### config.mk
export PLATFORM = sky130hd
export DESIGN_NAME = tx_arbiter
export DESIGN_NICKNAME = d
export VERILOG_FILES = /design/src/rtl/tx_arbiter.sv
export SDC_FILE = /design/constraint.sdc
export NUM_CORES = 1
export LEC_CHECK = 0
export CORE_ASPECT_RATIO = 1.1
export CORE_MARGIN = 2
export CORE_UTILIZATION = 54
export CTS_BUF_LIST = sky130_fd_sc_hd__clkbuf_16
export DETAILED_ROUTE_END_ITERATION = 8
export HOLD_SLACK_MARGIN = 0.05
export MAX_ROUTING_LAYER = met4
export PLACE_DENSITY_LB_ADDON = 0.12
export SETUP_SLACK_MARGIN = 0.02
export SKIP_LAST_GASP = 1
export SLEW_MARGIN = 20
export SYNTH_ARGS = -nofsm -noshare
export SYNTH_HDL_FRONTEND = slang
export SYNTH_SLANG_ARGS = --single-unit
### constraint.sdc
create_clock -name clk -period 3.1 [get_ports clk]
set_input_delay 0.93 -clock clk [delete_from_list [all_inputs] [get_ports clk]]
set_output_delay 0.93 -clock clk [all_outputs]
set_load 0.005 [all_outputs]
### src/rtl/tx_arbiter.sv
// Round-robin arbiter sharing one transmitter between two detector channels.
// Requests are latched as pending bits and served one at a time through IDLE/START/BUSY/RELEASE.
module tx_arbiter #(
    parameter int TIMEOUT = 255
) (
    input  logic       clk,
    input  logic       rst,
    input  logic       req0,
    input  logic       req1,
    input  logic       tx_done,
    input  logic       err_clr,
    output logic       tx_start,
    output logic       tx_sel,
    output logic       grant0,
    output logic       grant1,
    output logic       get_back0,
    output logic       get_back1,
    output logic       timeout_err,
    output logic [1:0] state_dbg
);

    typedef enum logic [1:0] {
        IDLE    = 2'd0,
        START   = 2'd1,
        BUSY    = 2'd2,
        RELEASE = 2'd3
    } state_t;

    localparam logic [7:0] CNT_LAST = 8'(TIMEOUT - 1);

    state_t     state_q, state_d;
    logic [1:0] pend_q, pend_d;
    logic [1:0] pend_clr;
    logic       last_q, last_d;
    logic [7:0] cnt_q, cnt_d;
    logic       sel_q, sel_d;
    logic       err_q, err_d;
    logic       err_set;

    always_ff @(posedge clk or negedge rst) begin
        if (!rst) begin
            state_q <= IDLE;
            pend_q  <= 2'b00;
            last_q  <= 1'b1;
            cnt_q   <= 8'd0;
            sel_q   <= 1'b0;
            err_q   <= 1'b0;
        end else begin
            state_q <= state_d;
            pend_q  <= pend_d;
            last_q  <= last_d;
            cnt_q   <= cnt_d;
            sel_q   <= sel_d;
            err_q   <= err_d;
        end
    end

    always_comb begin
        state_d   = state_q;
        sel_d     = sel_q;
        last_d    = last_q;
        cnt_d     = cnt_q;
        pend_clr  = 2'b00;
        err_set   = 1'b0;
        tx_start  = 1'b0;
        grant0    = 1'b0;
        grant1    = 1'b0;
        get_back0 = 1'b0;
        get_back1 = 1'b0;

        case (state_q)
            IDLE: begin
                if (pend_q != 2'b00) begin
                    state_d = START;
                    // With both pending, the channel not served last wins.
                    sel_d   = (pend_q == 2'b11) ? ~last_q : pend_q[1];
                end
            end
            START: begin
                tx_start = 1'b1;
                grant0   = ~sel_q;
                grant1   = sel_q;
                pend_clr = sel_q ? 2'b10 : 2'b01;
                cnt_d    = 8'd0;
                state_d  = BUSY;
            end
            BUSY: begin
                grant0 = ~sel_q;
                grant1 = sel_q;
                if (tx_done) begin
                    state_d = RELEASE;
                end else if (cnt_q == CNT_LAST) begin
                    state_d = RELEASE;
                    err_set = 1'b1;
                end else begin
                    cnt_d = cnt_q + 8'd1;
                end
            end
            RELEASE: begin
                get_back0 = ~sel_q;
                get_back1 = sel_q;
                last_d    = sel_q;
                state_d   = IDLE;
            end
            default: state_d = IDLE;
        endcase

        // A new request in the same cycle as its clear keeps the channel pending.
        pend_d = {req1, req0} | (pend_q & ~pend_clr);
        err_d  = err_set ? 1'b1 : (err_clr ? 1'b0 : err_q);
    end

    assign tx_sel      = sel_q;
    assign timeout_err = err_q;
    assign state_dbg   = state_q;

endmodule
# Word level (Yosys, flattened, before mapping)
# Cells that the tools add are included.
# W data, S select, Z words.
[totals] in_bits=6 out_inout_bits=9 word_cells=49 ff_bits=15
[classes] n_reduce_logical=8 muxes=20 n_eq_ne=9 n_bitwise=5 n_addsub=1
[ops] cell="$mux W8" n=2
[ops] cell="$pmux W8 S2" n=1
[ops] cell="$mux W1" n=11
[ops] cell="$mux W2" n=5
[ops] cell="$add A8 B1 Y8 const B" n=1
[ops] cell="$eq A8 B8 Y1 const B" n=1
[ops] cell="$pmux W2 S4" n=1
[ops] cell="$eq A2 B2 Y1 const B" n=3
[ops] cell="$ne A2 B2 Y1 const B" n=3
[ops] cell="$reduce_bool A2 Y1" n=3
[ops] cell="$reduce_and A2 Y1" n=2
[ops] cell="$ne A3 B3 Y1 const B" n=1
[ops] cell="$reduce_and A3 Y1" n=1
[ops] cell="$and A2 B2 Y2" n=1
[ops] cell="$eq A2 B1 Y1 const B" n=1
[ops] cell="$logic_not A2 Y1" n=1
[ops] cell="$not A1 Y1" n=2
[ops] cell="$not A2 Y2" n=1
[ops] cell="$or A2 B2 Y2" n=1
[ops] cell="$reduce_or A2 Y1" n=1

# Depth between registers and ports, before layout
# Gate-level depths: netlist of the first run.
[depth] ltp_word=5 mapped_depth=8 mapped_depth_nobuf=6

# Worst setup path after synthesis of the first run
# No wires, ideal clock.
[synth_timing] path_kind="input to register" start="in tx_done" end="reg state_q[1], in the netlist state_dbg[1]" slack_ns=1.195 stages=5 path_buffers=1 arrival_time_ns=1.778 required_ns=2.972 path_cell_list="nand2b_2 > o21ba_1 > buf_6 > a21oi_4 > mux2_1"
[synth_between] elab_chain_cells=2 word_cells_on_any_way=4 cone_classes="eq/ne: 1; mux: 2; reduce/logical: 1"
[synth_lines] item="from (decl)" line="10" text="input logic tx_done,"
[synth_lines] item="$mux W2 / $ne A3 B3 Y1 (equally long branches)"
[synth_lines] item="$pmux W2 S4 / $reduce_and A2 Y1 (equally long branches)"
[synth_lines] item="to (signal assigned)" line="49" text="state_q <= state_d;"
[synth_lines] item="to (decl)" line="31" text="state_t state_q, state_d;"
# Parallel ways exist; a longest one is shown, timed or not.
# A chain may end at the register's enable or synchronous reset.

# Final worst setup path of the first run
[layout_timing] start="reg state_q[1], in the netlist state_dbg[1]" end="out grant0"
[layout_between] elab_chain_cells=3 word_cells_on_any_way=4 cone_classes="eq/ne: 2; mux: 1; reduce/logical: 1"
[layout_lines] item="$eq A2 B2 Y1 / $eq A2 B1 Y1 (equally long branches)" line="71" text="case (state_q)"
[layout_lines] item="$reduce_or A2 Y1 (no line) *"
[layout_lines] item="$mux W1 *"
[layout_lines] item="to (decl)" line="14" text="output logic grant0,"
# Every way passes the cells marked *; elsewhere a longest branch is shown, timed or not.

==> results of run 1 <==
worst max-delay path by stage:
stage	from	endpoint	cells after the start
floorplan	tx_done	state_dbg[1]	5
global placement	tx_done	state_dbg[1]	5
detailed placement	tx_done	state_dbg[1]	5
CTS	state_dbg[0]	grant0	4
global route	state_dbg[1]	grant0	4
finish	state_dbg[1]	grant0	4
final cells by class:
type | instances | area (µm²)
Multi-Input combinational cell | 64 | 462
Fill cell | 111 | 460
Sequential cell | 15 | 377
Timing Repair Buffer | 14 | 140
Clock buffer | 3 | 75.1
Tap cell | 17 | 21.3
Inverter | 5 | 18.8
Clock inverter | 1 | 3.75
metal layers:
metal  track usage  share of wire  vias to the layer above
li1              -              -                      334
met2         0.326           0.47                       11
met5             -              0                        -
met1         0.249           0.48                      319
met3        0.0353          0.022                        6
met4         0.113          0.027                        0
metrics by stage:
| step | utilization | cells | worst slack (ps) | power (mW) | hold WS [ps] |
|---|---|---|---|---|---|
| after floorplan | - | 87 | 1190 | 0.572 | 473 |
| after global placement | 0.654 | 115 | 656 | 0.726 | 496 |
| after detailed placement | 0.654 | 115 | 638 | 0.735 | 531 |
| after CTS | 0.704 | 119 | 471 | 0.985 | 542 |
| after global routing | 0.704 | 119 | 347 | 1.05 | 575 |
| final | 0.704 | 119 | 465 | 0.978 | 536 |
kinds of logic (layout without fill, tap and decap cells):
logic type                 Yosys count  count (layout)  synth area share
AOI/OAI and AO/OA                   14              14             0.131
adders and majority gates            7               7            0.0994
buffers and inverters                8              23            0.0483
DFF                                 15              15             0.428
muxes                                6               6            0.0724
and+or+nand+nor                     37              37             0.222
layout by cell type, fill, tap and decap left out, drive strengths merged:
cell            n
clkbuf          3
ha              7
nand3           3
nand2          14
a21oi           2
nand2b          3
and3            1
mux2i           3
a21o            2
nor4            1
a22o            1
a32o            1
nor2b           3
inv             6
o21ai           2
o21ba           1
o2bb2ai         1
mux2            3
dfrtp          14
o32ai           1
and2            2
o21a            1
nand4b          2
dfstp           1
nor3            1
nor2            4
clkdlybuf4s50  14
nand4           3
o211ai          2
flip-flops by register name, summed over array words and instances (netlist names):
| signal | flops |
|---|---|
| pend_q | 2 |
| tx_sel | 1 |
| state_dbg | 2 |
| timeout_err | 1 |
| cnt_q | 8 |
| last_q | 1 |
report_power, final:
| group | internal, mW | switching [mW] |
|---|---|---|
| sequential | 0.256 | 0.0686 |
| combinational | 0.229 | 0.181 |
| clock | 0.170 | 0.0723 |
| total | 0.655 | 0.322 |
==> flow_summary_export.csv, run 1 <==
group,metric,value,unit
drt,drt_iter0_drc,8,
drt,wl_per_cell,14.2,µm
die,dieArea,1970,µm²
cts,cts_tree,"built",
cts,clockBufferDepth,2,
cts,numCtsBuffers,3,
worst_setup_path,crit_fanout,5,
place,gp_congestion,0.803,
cts,clk_pin_slew,50,ps
flow_run,timing.max_cap.violations,0,
global_routing,grt_max_degree,16,
hold_path,hold_class,"reg -> reg",
drt,viasPerCell,5.63,
sta,worstMarginPinSlew,639,ps
worst_setup_path,worst_r2r_startpoint,"state_dbg[0]",
sta,maxSlewHeadroom,0.573,
power_and_ir_drop,power_density,891,nW/µm²
drt,drc,0,
global_routing,grt_pass1_vias,635,
sta,fmax,380,MHz
cts,post_cts_resized,0,
drt,final_antenna_net_count,0,
sta,setup_viol,0,
logic_synthesis,synth_top_area_cell,"dfrtp_1",
hold_path,hold_path_startpoint,"pend_q[1]",
place,placed_cell_area,1020,µm²
sta,finalHoldViolations,0,
outcome,run_status,"finished, final reports clean",
cts,cts_setup_buffers,0,
layout,nets,116,
cts,clock_latency,240,ps
logic_synthesis,yosys.cell_types.count,34,
power_and_ir_drop,power_leakage,0.494,nW
global_routing,overflow,0,
sta,post-route-period-util,0.850,
sta,finClkSkew,2.27,ps
worst_setup_path,required,2170,ps
die,initial_core_util,0.565,
logic_synthesis,syn_area,881,µm²
logic_synthesis,synthTopCellsByCount,"dfrtp_1, nand2_1, ha_1, inv_1, nor2_1",
drt,vias,670,
sta,setup_tns,0,ps
cts,cts_hold_buf,0,
place,io_buffers,14,
worst_setup_path,critical_path.top_delay_family,"buffers and inverters",
worst_setup_path,start_kind,"register",
sta,period_needed,2630,ps
worst_setup_path,r2r-end,"state_dbg[1]",
sta,rsz0062_at_grt,"no",
logic_synthesis,synth_flop_cell,"dfrtp_1",
global_routing,antenna_found_initial,0,
layout,layout-drive-gt1-share,0.0882,
worst_setup_path,cp_slowest_stage_delay,500,ps
worst_setup_path,critPathCaptureType,"output pin",
cts,clock_sinks,15,
die,fp.dieW,42.5,µm
global_routing,track_usage,0.205,
cts,htree_levels,1,
die,die_h,46.4,µm
worst_setup_path,crit_chain,"inv_1 -> ha_1 -> nor2b_1 -> clkdlybuf4s50_1",
layout,design_area,1100,µm²
die,rows,15,
logic_synthesis,synth_edf_count,0,
logic_synthesis,syn-num-nets,100,
logic_synthesis,synth_area_per_cell,10.1,µm²
logic_synthesis,synthArstFlopShare,1.00,
worst_setup_path,reg2reg_slack,1140,ps
hold_path,holdPathStages,1,
worst_setup_path,rr_worst_depth,6,
logic_synthesis,yosys_warnings,0,
worst_setup_path,crit_type,"reg -> out",
logic_synthesis,synthCells,87,
die,core_area,1560,µm²
worst_setup_path,crit_arrival,1700,ps
cts,cts-root-buf,"clkbuf_16",
layout,syn2layout_area_growth,24.6,%
logic_synthesis,synth_seq_cells,15,
drt,drt_pass1_iterations,4,
layout,diodes,0,
hold_path,hold_path_end,"pend_q[1]",
logic_synthesis,yosysTopAreaCellShare,0.398,
place,dp_hpwl,1190,µm
drt,drt_wl_total,1690,µm
logic_synthesis,synth.yosys.seq_area_share,0.428,
global_routing,grt_pass1_wl,2810,µm
sta,maxSlewViolCount,0,
worst_setup_path,cp_num_buf_inv,2,
power_and_ir_drop,vdd_drop_max,0.737,mV
worst_setup_path,cp_slowest_cell,"clkdlybuf4s50_1",
logic_synthesis,synth_area_leaders,"dfrtp_1, ha_1, nand2_1",
die,ios,15,
(Power assumes the default switching activity.)
==> run 2: changes to the inputs <==
Settings changed: CORE_UTILIZATION 54 to 46.
Clock period 3.1 ns to 2.2 ns, I/O delays scaled along.
==> run 2 against run 1 <==
  * Power is 53% higher
  * Sequential power is 38% higher
  * Critical path type unchanged
  * Routed wire length down 1.1%
  * Highest routed layer unchanged
  * Clock power rose by 44%
  * Final cell count grew 6.7%
  * Critical endpoint is now tx_start
  * Die area grew 16%
  * Worst hold slack got worse by 22 ps
==> flow_summary_export.csv, run 2 (synthesis results as in run 1) <==
group,metric,value,unit
worst_setup_path,crit_type,"reg -> out",
worst_setup_path,crit_fanout,4,
cts,cts-root-buf,"clkbuf_16",
power_and_ir_drop,power_leakage,0.539,nW
outcome,run_status,"finished, final reports clean",
worst_setup_path,crit_arrival,1440,ps
cts,clk_pin_slew,50,ps
global_routing,track_usage,0.182,
die,dieArea,2280,µm²
sta,finalHoldViolations,0,
drt,drt_pass1_iterations,4,
worst_setup_path,required,1540,ps
drt,wl_per_cell,13.2,µm
hold_path,hold_class,"reg -> reg",
cts,cts_hold_buf,0,
sta,fmax,476,MHz
drt,drt_wl_total,1680,µm
power_and_ir_drop,vdd_drop_max,0.906,mV
worst_setup_path,crit_start,"state_dbg[1]",
worst_setup_path,worst_r2r_startpoint,"state_dbg[1]",
power_and_ir_drop,total_power,1.50,mW
die,ios,15,
sta,setup_tns,0,ps
sta,rsz0062_at_grt,"no",
drt,viasPerCell,5.33,
die,rows,16,
layout,nets,123,
sta,maxSlewViolCount,0,
layout,regMostFlops,"cnt_q",
cts,cts_tree,"built",
cts,clock_latency,240,ps
drt,vias,677,
layout,largest_reg_flops,8,
place,pre_cts_ws,89.0,ps
place,io_buffers,14,
die,core_area,1800,µm²
cts,clockBufferDepth,2,
sta,maxSlewHeadroom,0.680,
drt,drc,0,
die,initial_core_util,0.489,
sta,period_needed,2100,ps
global_routing,grt_max_degree,16,
layout,layout-drive-gt1-share,0.193,
hold_path,hold_path_startpoint,"pend_q[1]",
cts,htree_levels,1,
worst_setup_path,start_kind,"register",
cts,numCtsBuffers,3,
cts,clock_sinks,15,
die,die_h,49.9,µm
worst_setup_path,critPathCaptureType,"output pin",
sta,worstMarginPinSlew,480,ps
place,gp_congestion,0.777,
layout,final_cell_mix,"nand2_1, dfrtp_1, clkdlybuf4s50_1",
sta,finClkSkew,4.31,ps
global_routing,overflow,0,
die,fp.dieW,45.7,µm
drt,drt_iter0_drc,12,
global_routing,grt_pass1_wl,2920,µm
layout,diodes,0,
sta,setup_viol,0,
drt,final_antenna_net_count,0,
global_routing,grt_pass1_vias,627,
layout,syn2layout_area_growth,33.8,%
global_routing,antenna_found_initial,0,
power_and_ir_drop,power_density,1270,nW/µm²
sta,setup_ws,99.3,ps
flow_run,timing.max_cap.violations,0,
sta,post-route-period-util,0.955,
place,dp_hpwl,1180,µm
## run 2: cell count changes in the layout (fill, tap and decap cells not counted), moves of 2 or more
cell             before  now
dlygate4sd2_1         0    4
inv_1                 6    4
buf_4                 0    6
ha_1                  7    4
clkdlybuf4s50_1      14   10
ha_4                  0    2
## run 2: final cells by class
type,count,area [µm²]
clock buffers,3,75.1
clock inverters,1,5.00
fillers,139,623
inverters,5,18.8
multi-input cells,64,489
flip-flops and latches,15,377
well taps,18,22.5
repair buffers,21,191
## run 2: final timing paths
path	slack, ps	cells after the start	endpoint
worst max-delay path	100	3	tx_start
worst max register to register	260	7	state_dbg[1]
worst min register to register	510	1	pend_q[1]
worst min-delay path	510	1	pend_q[1]
min in group asynchronous	720	2	tx_sel
max in group asynchronous	1240	2	last_q
## run 2: repair_timing
item                                    in CTS  in global routing
buffers inserted                             3                  0
endpoints found under the setup margin       4                  1
gates resized for setup                      8                  2
pin swaps                                    0                  0
## run 2: metal layers
layer	vias up	track usage	wire length (µm)
met4	0	0.100	43
met2	13	0.249	721
met5	-	-	0
li1	347	-	-
met1	313	0.248	844
met3	4	0.0366	67
## run 2: where the power goes
| group | leakage, nW | switching, mW | total, mW | internal (mW) |
|---|---|---|---|---|
| clock | 0.0409 | 0.107 | 0.349 | 0.242 |
| combinational | 0.310 | 0.308 | 0.699 | 0.391 |
| sequential | 0.188 | 0.0881 | 0.448 | 0.360 |
| total | 0.539 | 0.503 | 1.50 | 0.993 |
## run 2: per-stage QoR
stage / cells / util / hold WS [ps] / cell area [µm²]
global placement: 120 / 0.583 / 493 / 1050
detailed placement: 120 / 0.583 / 508 / 1050
finish: 127 / 0.654 / 514 / 1180
floorplan: 87 / - / 364 / 881
global route: 127 / 0.654 / 560 / 1180
CTS: 127 / 0.647 / 519 / 1170
## run 2: critical path: stages (launching register included)
cell and delay (ps):
dfrtp_1 420, inv_2 130, ha_4 160, clkdlybuf4s50_1 490
==> run 3: changes to the inputs <==
Settings changed: CTS_CLUSTER_DIAMETER set to 200.
==> results of run 3 <==
No change in the layout: final DEF, timing and power equal those of run 2.
==> edit 1 (settings of run 3) <==
Put one more register stage on the output `timeout_err`, cleared by the reset. The value now appears one clock later. The other outputs are not delayed to match.
--- a/src/rtl/tx_arbiter.sv
+++ b/src/rtl/tx_arbiter.sv
@@ -111,7 +111,13 @@
     end
 
     assign tx_sel      = sel_q;
-    assign timeout_err = err_q;
+    always_ff @(posedge clk or negedge rst) begin
+        if (!rst) begin
+            timeout_err <= '0;
+        end else begin
+            timeout_err <= err_q;
+        end
+    end
     assign state_dbg   = state_q;
 
 endmodule
Behaviour: no difference found for any inputs over 10 cycles, from zero or initial values and one cycle with rst low; that may be too few to reach the edited logic, so the function may still have changed.
==> edit 1 against run 3 <==
  * Worst setup slack better by 0.034 ns
  * First-iteration DRC count rose to 2.6 times the old value
  * Routed wire length is 14% higher
  * Synthesized area stayed put
  * Critical path depth is the same
  * Largest power group unchanged
  * Cell area fell by 1.4%
  * Sequential cell count is 1 higher
  * Total power fell by 4.8%
==> edit 1: results (changes against run 3) <==
outcome=finished, final reports clean; Worst EP arrival=1.41 ns (-0.03 ns); share of cells above drive strength 1=0.175 (-0.0179); Syn. warnings=0 (unchanged); nets@finish=116 (-5.7%); CTS root buf=clkbuf_16; Worst Setup SP=state_dbg[0]; port buffer count=14 (unchanged); drt pass-1 iters=4 (unchanged); syn nets=93 (-7.0%); Distinct cells, synth=35 (+2.9%); # diodes=0 (unchanged); largest net degree at the start of global routing=17 (+1); GRT Total Usage=0.205 (+0.0225); Main synth FF type=dfrtp_1; Final Skew=0.00322 ns (-0.00109 ns); asr flop ratio synth=1.00 (unchanged); max reg flops=8 (unchanged); global-route wire length before repair=3210 microns (+9.9%); VDD IR max=0.000870 V (-4.0%); LEAKAGE=0.542 nW (+0.50%); Slew HR=0.767 (+0.0868); GPL Wtd Cong=0.819 (+5.4%); Avg Vias per Cell=5.82 (+9.1%); placed cell areas=0.00107 sq mm (+2.3%); Iter 0 DRT Violations=31 (+19); vias in the first global route=712 (+14%); ranking of synthesized cells by area=dfrtp_1, ha_1, nand3_1; Skew-Pair Late Insertion Delay=around 0.25 ns; DP HPWL=1360 microns (+15%); most frequent cells after synthesis=dfrtp_1, nand2_1, nand3_1; hold_sp=err_q; worst min path class=flip-flop to flip-flop; CTS clk-pin slew, worst paths=0.05 ns (about the same); postcts setup bufs=0 (-3); pre-CTS setup slack=0.0418 ns (-0.0472 ns); Final Instance Area=0.00116 sq mm (-1.4%); Longest Clk Path Bufs=2 (unchanged); CTS buffer count=3 (unchanged); drt total wl=1900 microns (+14%); Top reg by flops=cnt_q; antenna violations before repair=0 (unchanged); register area share after synthesis=0.456 (+0.0284)
-- edit 1: layer usage --
layer / wire, microns / up-vias / track usage
met3: 120 / 2 / 0.0806
met2: 860 / 34 / 0.303
met4: 6 / 0 / 0.0524
met5: 0 / - / -
met1: 917 / 329 / 0.260
li1: - / 339 / -
-- edit 1: critical path, stage by stage, from the launching register on --
cell and delay [ns]:
dfrtp_1 0.34, buf_4 0.13, ha_2 0.19, clkdlybuf4s50_1 0.50
-- edit 1: cell type report --
class / instances / area, sq um
Clock buffer: 3 / 75.1
Clock inverter: 1 / 3.75
Fill cell: 149 / 639
Inverter: 6 / 22.5
Multi-Input combinational cell: 59 / 472
Sequential cell: 16 / 402
Tap cell: 18 / 22.5
Timing Repair Buffer: 18 / 165
-- edit 1: metrics by stage --
step                cells  hold WS, ns
floorplan              81        0.354
global placement      117        0.374
detailed placement    117        0.371
CTS                   121        0.399
global route          121        0.411
finish                121        0.391
-- edit 1: cell families after synthesis --
group | after synthesis | share of synthesized area
flip-flops | 16 | 0.456
buffers and inverters | 6 | 0.0256
AND/OR/NAND/NOR | 30 | 0.206
AO/OA/AOI/OAI | 21 | 0.202
multiplexers | 2 | 0.0256
adder cells (fa/ha/maj) | 6 | 0.0852
-- edit 1: final timing paths --
check	to	slack (ns)	cells after the start
min reg2reg	timeout_err	0.39	0
max reg2reg	cnt_q[4]	0.46	6
max in group asynchronous	last_q	1.22	2
min in group asynchronous	cnt_q[3]	0.73	2
min	timeout_err	0.39	0
max	tx_start	0.13	3
-- edit 1: repair_timing --
action	CTS	global route
setup endpoints to repair	4	1
pin swaps	1	0
gates resized for setup	5	2
-- edit 1: power by group --
part           internal [mW]  switching, mW
logic                  0.337          0.278
registers              0.377         0.0768
clock network          0.241          0.115
total                  0.955          0.470
==> edit 2 (config.mk and constraints of run 3) <==
Made on the original files. The parameter `TIMEOUT` goes from 255 to 128.
--- a/src/rtl/tx_arbiter.sv
+++ b/src/rtl/tx_arbiter.sv
@@ -1,7 +1,7 @@
 // Round-robin arbiter sharing one transmitter between two detector channels.
 // Requests are latched as pending bits and served one at a time through IDLE/START/BUSY/RELEASE.
 module tx_arbiter #(
-    parameter int TIMEOUT = 255
+    parameter int TIMEOUT = 128
 ) (
     input  logic       clk,
     input  logic       rst,
Check against the original RTL: same outputs for any inputs over 10 cycles, from zero or initial values and one cycle with rst low; that may be too few to reach the edited logic, so the function may still have changed.
==> edit 2 against run 3 <==
  * Sequential cell count is the same
  * Critical endpoint unchanged
  * Maximum frequency shrank 1.5%
  * Worst setup slack lost 0.033 ns
  * Count of clock-buffer cells in the layout is the same
  * Cell area shrank 5.8%
  * Highest routed layer unchanged
  * Total power shrank 8.2%
  * Synthesized area shrank 5.1%
  * Via count shrank 2.5%
  * Routed wire length shrank 0.60%
==> edit 2: results (changes against run 3) <==
reg2reg setup slack=0.44 ns (+0.18 ns); Iter 0 DRT Violations=13 (+1); GRT Total Usage=0.181 (-0.00174); Worst Setup SP=state_dbg[0]; Int Pwr=922 uW (-7.2%); GPL Wtd Cong=0.821 (+5.6%); Top reg by flops=cnt_q; Distinct cells, synth=33 (-2.9%); placed cell areas=0.00101 sq mm (-3.8%); syn nets=89 (-11%); nets@finish=110 (-11%); via count=660 (-2.5%); most frequent cells after synthesis=dfrtp_1, nand2_1, ha_1; CTS buffer count=3 (unchanged); Fillers=136 (-2.2%); port buffer count=14 (unchanged); ranking of synthesized cells by area=dfrtp_1, ha_1, nand2_1; Final Skew=0.00275 ns (-0.00156 ns); WL/cell=14.5 microns (+9.8%); antenna violations before repair=0 (unchanged); Multi-input gate area=455 sq um (-6.9%); CP max stage delay=0.46 ns (-0.03 ns); global-route wire length before repair=2860 microns (-1.9%); critical path startpoint category=flip-flop; Hold WS=0.500 ns (-0.0144 ns); critical path fanouts, max=4 (unchanged); Avg Vias per Cell=5.74 (+7.7%); pre-CTS setup slack=0.0692 ns (-0.0198 ns); register area share after synthesis=0.451 (+0.0230); Slew HR=0.807 (+0.127); VDD IR max=0.000760 V (-16%); Worst EP arrival=1.47 ns (+0.03 ns); max reg flops=8 (unchanged); vias in the first global route=663 (+5.7%); DP HPWL=1220 microns (+3.3%); final setup margin=0.0666 ns (-0.0326 ns); share of cells above drive strength 1=0.175 (-0.0174); asr flop ratio synth=1.00 (unchanged); Synth Instances=77 (-11%); outcome=finished, final reports clean; hold_sp=pend_q[1]; LEAKAGE=0.548 nW (+1.7%); Syn. warnings=0 (unchanged)
## edit 2: cell count changes in the layout (fill, tap and decap cells not counted), moves of 2 or more
cell      before  now
buf_4          6    3
nand4b_1       2    0
o21ai_0        2    4
nand2_1       14   10
## edit 2: kinds of logic after synthesis
| logic type | share of synthesized area |
|---|---|
| AO/OA/AOI/OAI | 0.171 |
| adder cells (fa/ha/maj) | 0.0898 |
| buffers and inverters | 0.0224 |
| flip-flops | 0.451 |
| multiplexers | 0.0629 |
| AND/OR/NAND/NOR | 0.204 |
## edit 2: timing repair
action	4_1_cts	5_1_grt
resized for setup	6	2
setup buffers	1	0
endpoints found under the setup margin	4	2
## edit 2: critical path, delay by kind of cell, from the launching register on
kind / cells / cell delay [ns]
fa+ha+maj: 1 / 0.23
buf+inv: 2 / 0.61
flops: 1 / 0.39
## edit 2: cell type report
type,instances,area share
repair buffers,17,0.145
clock inverters,1,0.00338
clock buffers,3,0.0676
multi-input cells,57,0.410
flip-flops and latches,15,0.339
inverters,4,0.0135
well taps,18,0.0203
## edit 2: final timing paths
check                                    end  depth (start not counted)
worst max-delay path                tx_start                          3
worst min register to register     pend_q[1]                          1
worst min-delay path               pend_q[1]                          1
min in group asynchronous       state_dbg[0]                          2
worst max register to register  state_dbg[1]                          6
max in group asynchronous             last_q                          2
## edit 2: power groups by stage
stage | Sequential [mW] | Clock [mW] | Combinational [mW]
6_report | 0.429 | 0.351 | 0.593
5_1_grt | 0.442 | 0.368 | 0.654
4_1_cts | 0.427 | 0.355 | 0.610
3_5_place_dp | 0.435 | 0 | 0.572
3_3_place_gp | 0.432 | 0 | 0.555
2_1_floorplan | 0.426 | 0 | 0.310
## edit 2: layer usage
layer	routed length [microns]	share of wire	vias to the layer above	GRT usage
met2	875	0.53	13	0.292
met4	21	0.013	0	0.0606
met3	50	0.030	4	0.0336
li1	-	-	321	-
met5	0	0	-	-
met1	718	0.43	322	0.221
